$ cat src/rtl/cdc_tx_arbiter.sv
// Round-robin arbiter sharing one 4-bit data/enable synchronizer channel between
// N_REQ requesters in the clk_a domain, with a fixed hold window and quiet gap.
module cdc_tx_arbiter #(
  parameter int N_REQ       = 4,
  parameter int HOLD_CYCLES = 4,
  parameter int GAP_CYCLES  = 3,
  parameter int CNT_W       = 8
) (
  input  logic                 clk_a,
  input  logic                 arstn,
  input  logic                 arb_en,
  input  logic [N_REQ-1:0]     req,
  input  logic [4*N_REQ-1:0]   req_data,
  output logic [N_REQ-1:0]     gnt,
  output logic [2:0]           grant_id,
  output logic [3:0]           sync_data,
  output logic                 sync_en,
  output logic                 busy,
  output logic                 done
);

  typedef enum logic [1:0] {IDLE, HOLD, GAP} state_t;

  state_t             state;
  state_t             state_next;
  logic [CNT_W-1:0]   cnt;
  logic [2:0]         rr_ptr;
  logic [N_REQ-1:0]   req_rot;
  logic [2:0]         win_off;
  logic [3:0]         ptr_sum;
  logic [2:0]         win_idx;
  logic [2:0]         rr_next;
  logic [3:0]         win_word;
  logic [N_REQ-1:0]   win_onehot;
  logic               grant_fire;

  // Rotate requests so the pointer lands on bit 0; the lowest set bit is the winner offset.
  always_comb begin
    req_rot = N_REQ'({req, req} >> rr_ptr);
    win_off = '0;
    for (int k = N_REQ - 1; k >= 0; k--) begin
      if (req_rot[k]) win_off = 3'(k);
    end
    ptr_sum = {1'b0, rr_ptr} + {1'b0, win_off};
    win_idx = (ptr_sum >= 4'(N_REQ)) ? 3'(ptr_sum - 4'(N_REQ)) : ptr_sum[2:0];
    rr_next = (win_idx == 3'(N_REQ - 1)) ? 3'd0 : win_idx + 3'd1;
  end

  always_comb begin
    win_word   = '0;
    win_onehot = '0;
    for (int i = 0; i < N_REQ; i++) begin
      if (3'(i) == win_idx) begin
        win_word      = req_data[4*i +: 4];
        win_onehot[i] = 1'b1;
      end
    end
  end

  assign grant_fire = (state == IDLE) && arb_en && (|req);

  always_ff @(posedge clk_a or negedge arstn) begin
    if (!arstn) state <= IDLE;
    else        state <= state_next;
  end

  always_comb begin
    state_next = state;
    case (state)
      IDLE:    if (grant_fire)  state_next = HOLD;
      HOLD:    if (cnt == '0)   state_next = GAP;
      GAP:     if (cnt == '0)   state_next = IDLE;
      default:                  state_next = IDLE;
    endcase
  end

  always_comb begin
    sync_en = (state == HOLD);
    busy    = (state != IDLE);
  end

  // The captured word persists after the transfer until the next grant or reset.
  always_ff @(posedge clk_a or negedge arstn) begin
    if (!arstn) begin
      cnt       <= '0;
      rr_ptr    <= '0;
      gnt       <= '0;
      grant_id  <= '0;
      sync_data <= '0;
      done      <= 1'b0;
    end else begin
      gnt  <= '0;
      done <= 1'b0;
      case (state)
        IDLE: begin
          if (grant_fire) begin
            sync_data <= win_word;
            gnt       <= win_onehot;
            grant_id  <= win_idx;
            rr_ptr    <= rr_next;
            cnt       <= CNT_W'(HOLD_CYCLES - 1);
          end
        end
        HOLD: begin
          if (cnt == '0) cnt <= CNT_W'(GAP_CYCLES - 1);
          else           cnt <= cnt - CNT_W'(1);
        end
        GAP: begin
          if (cnt == '0) done <= 1'b1;
          else           cnt  <= cnt - CNT_W'(1);
        end
        default: cnt <= '0;
      endcase
    end
  end

endmodule
$ cat config.mk
export PLATFORM = sky130hd
export DESIGN_NAME = cdc_tx_arbiter
export DESIGN_NICKNAME = d
export VERILOG_FILES = /design/src/rtl/cdc_tx_arbiter.sv
export SDC_FILE = /design/constraint.sdc
export NUM_CORES = 1
export LEC_CHECK = 0
export ABC_AREA = 1
export CAP_MARGIN = 20
export CORE_MARGIN = 10
export CORE_UTILIZATION = 55
export CTS_CLUSTER_SIZE = 16
export DETAILED_ROUTE_END_ITERATION = 10
export PLACE_DENSITY = 0.91
export SETUP_SLACK_MARGIN = 0.5
export SYNTH_ARGS = -nofsm -noshare
export SYNTH_HDL_FRONTEND = slang
export SYNTH_SLANG_ARGS = --single-unit
$ cat constraint.sdc
create_clock -name clk_a -period 5.4 [get_ports clk_a]
set_input_delay 0.54 -clock clk_a [delete_from_list [all_inputs] [get_ports clk_a]]
set_output_delay 0.54 -clock clk_a [all_outputs]
set_load 0.005 [all_outputs]
==> metrics.txt <==
Worst-Skew Late Latency=slightly above 0.3 ns; post-synthesis sequential area ratio=36.1%; # DRC=0; clk buf depth=2; first-pass GRT wire length=about 6700 um; Net Sw Power=0.105 mW; Reg2Reg Depth=18; hold_ws=~0.5 ns; Worst Skew=about 0.0027 ns; global route overflow=0; CTS HTree Levels=1; r2r setup slk=between 2 and 3 ns; Layout Nets=between 300 and 400; Largest stage delay, worst path=approximately 0.5 ns; drt via density=about 4.9; setup TNS=0 ns; RR Endpoint=sync_data[2]; worst hold path type=register to register; initial antenna violation count=0; clock share of power=22.7%; Post-DP Area=roughly 2100 sq um; Place WS=2.07 ns; Pint=0.260 mW; crit-path max FO=9; CP Capture Point=sync_data[2]; Hold Path Depth=2; max_cap viols=0; RSZ-0062 raised after global routing=no; Worst Tran Pin Value=about 0.46 ns; Placed Instances=about 330; Flop pwr share=between 50% and 60%; IO buf count=36; Vias=1624; hold path start=sync_data[2]; Avg Cell Area, Syn=6.85 sq um; Clock transition at path regs=about 0.13 ns; largest net degree at the start of global routing=19; WL final=3740 um; root buffer cell=clkbuf_4; total setup buffers inserted after CTS=0; Post-Syn Instances=253; fin crit share=approximately 56%; diode count=0; CP most frequent cell=nand2_1; layout cell share with drive strength beyond 1=around 7.3%; cell depth of the worst setup path=18; Final Hold Viols=0; Slew Viols, Final=0; Hold Buf Count CTS=0; post-synth top area cell=dfrtp_1; CTS Sinks=25; die height=between 70 and 80 um; main area contributors after synthesis=dfrtp_1 (36%), nand2_1 (19%), inv_1 (8.2%), nand3_1 (8.1%), ha_1 (5.1%); die area=roughly 5800 sq um; wire per inst=11.2 um; CTS Buf Count=3; GPL Wtd Cong=around 0.89; Required @ worst endpoint=approximately 5.6 ns; P per Cell Area=~170 nW/um^2; worst path cell trace=clkdlybuf4s50_1 > nand3_1 > nand2_1 > inv_1 > o21ai_0 > nand2_1 > a21boi_0 > ha_1 > fa_1 > inv_1 > ha_1 > nor2_1 > nand3_1 > nand2_1 > nand2_1 > nand2_1 > nand2_1 > nand2_1; Pleak=approximately 1.2 nW; CTS tree=yes; Post-Syn Area=~1700 sq um; crit path from=req[0]; syn nets=284; PnR worst setup slack=2.37 ns; 1st-iter DRT viols=86; Initial Util=between 50% and 60%; maximum VDD drop=between 0.1 and 0.15 mV; Yosys Warn Count=0; top-area cell type share of the netlist area=between 30% and 40%; Achievable Freq=around 330 MHz; CP Data Arrival Time=roughly 3.3 ns; Post-CTS Resized=0; fin crit period=~3 ns; Max-Slew Margin vs Limit=between 60% and 70%; fin cells=around 330; design area=2170 sq um; Unique masters post-synth=26; num rows=20; antenna-violating nets left=0; slowest stage cell on the critical path=clkdlybuf4s50_1; Setup Viol. Count Final=0; Crit Path Category=input pin to register; Post-DP HPWL=3040 um; Power Total=0.365 mW; Core Region=slightly above 3000 sq um; Synth Register Bits=25; Sw Share=about 29%; outcome=finished, final reports clean; GRT Util Overall=approximately an eighth; Core Util, Final=slightly above 70%; RR Startpoint=rr_ptr[0]; Logic pwr share=roughly a quarter; CP Buf/Inv Count=3; vias in the first global route=between 1.5k and 2k; delay-heaviest family, CP=adder cells; first-pass detailed-route iteration total=4; Die X=approximately 76 um; Layout area overhead=25.0%; crit path capture type=register; IO Pins=37; crit start category=input pin
-- power by group through the flow --
stage	Clock, mW	Combinational, mW	Sequential (mW)
after floorplan	0	0.0530	0.195
after global placement	0	0.0866	0.195
after detailed placement	0	0.0901	0.195
after CTS	0.0855	0.0905	0.192
after global routing	0.0946	0.104	0.192
final	0.0829	0.0908	0.192
-- tightest hold or removal path, delay by kind of cell, from the launching register on --
family           cells  cell delay, ns
flip-flops           1            0.37
AND/OR/NAND/NOR      2            0.11
-- area by class of cell --
type,instances,area (sq um)
Sequential cell,25,626
Fill cell,236,861
Multi-Input combinational cell,182,918
Inverter,41,154
Clock buffer,4,26.3
Tap cell,44,55.1
Timing Repair Buffer,37,388
-- synthesized netlist by cell type --
cell type,count
nand2_1,87
inv_1,38
nand3_1,28
dfrtp_1,25
nor2_1,21
o21ai_0,13
ha_1,7
nor2_2,6
nand2_2,4
inv_2,3
o2111ai_1,3
buf_2,2
buf_6,2
nand4_1,2
a21boi_0,1
a21oi_1,1
clkbuf_1,1
fa_1,1
nand3_2,1
nand3_4,1
nor2_4,1
nor2_8,1
o211ai_1,1
o21ai_1,1
o22ai_1,1
xor2_1,1
-- layout by cell type, fill, tap and decap left out --
| master | synthesis | routed |
|---|---|---|
| o21ai_0 | 13 | 13 |
| buf_16 | 0 | 1 |
| fa_1 | 1 | 1 |
| nand4_1 | 2 | 2 |
| clkdlybuf4s50_1 | 0 | 36 |
| o2111ai_1 | 3 | 3 |
| dfrtp_1 | 25 | 25 |
| nand3_2 | 1 | 1 |
| nor2_8 | 1 | 1 |
| nor2_2 | 6 | 6 |
| nand3_1 | 28 | 28 |
| nor2_1 | 21 | 21 |
| nand2_1 | 87 | 87 |
| clkbuf_1 | 1 | 1 |
| ha_1 | 7 | 7 |
| inv_1 | 38 | 38 |
| clkbuf_4 | 0 | 3 |
| nand2_2 | 4 | 4 |
| xor2_1 | 1 | 1 |
| nor2_4 | 1 | 1 |
| a21boi_0 | 1 | 1 |
| o211ai_1 | 1 | 1 |
| a21oi_1 | 1 | 1 |
| nand3_4 | 1 | 1 |
| o22ai_1 | 1 | 1 |
| inv_2 | 3 | 3 |
| o21ai_1 | 1 | 1 |
-- cells by family (layout without fill, tap and decap cells) --
family                     count (synthesis)  count (layout)  share of synthesized area, %
xor gates and xnor gates                   1               1                         0.505
AOI/OAI and AO/OA                         21              21                          7.07
buffers and inverters                     46              82                          11.0
adders and majority gates                  8               8                          6.20
DFF                                       25              25                          36.1
and+or+nand+nor                          152             152                          39.2
-- registers in the layout, summed over array words and instances (netlist names) --
signal,count
done,1
grant_id,3
gnt,4
sync_data,4
state,2
cnt,8
rr_ptr,3
-- metal layers --
metal  wire length (um)  share of wire, %  global-route usage (%)
met1               1620                43                    15.4
met3                307               8.2                    4.48
met5                  0                 0                       0
met2               1800                48                    22.4
met4                  9              0.24                    2.79
-- worst min-delay path by stage --
stage	end
2_1_floorplan	cnt[0]
3_3_place_gp	sync_data[2]
3_5_place_dp	sync_data[1]
4_1_cts	sync_data[2]
5_1_grt	cnt[3]
6_report	sync_data[2]
No activity file was read; power rests on OpenSTA's default activity.
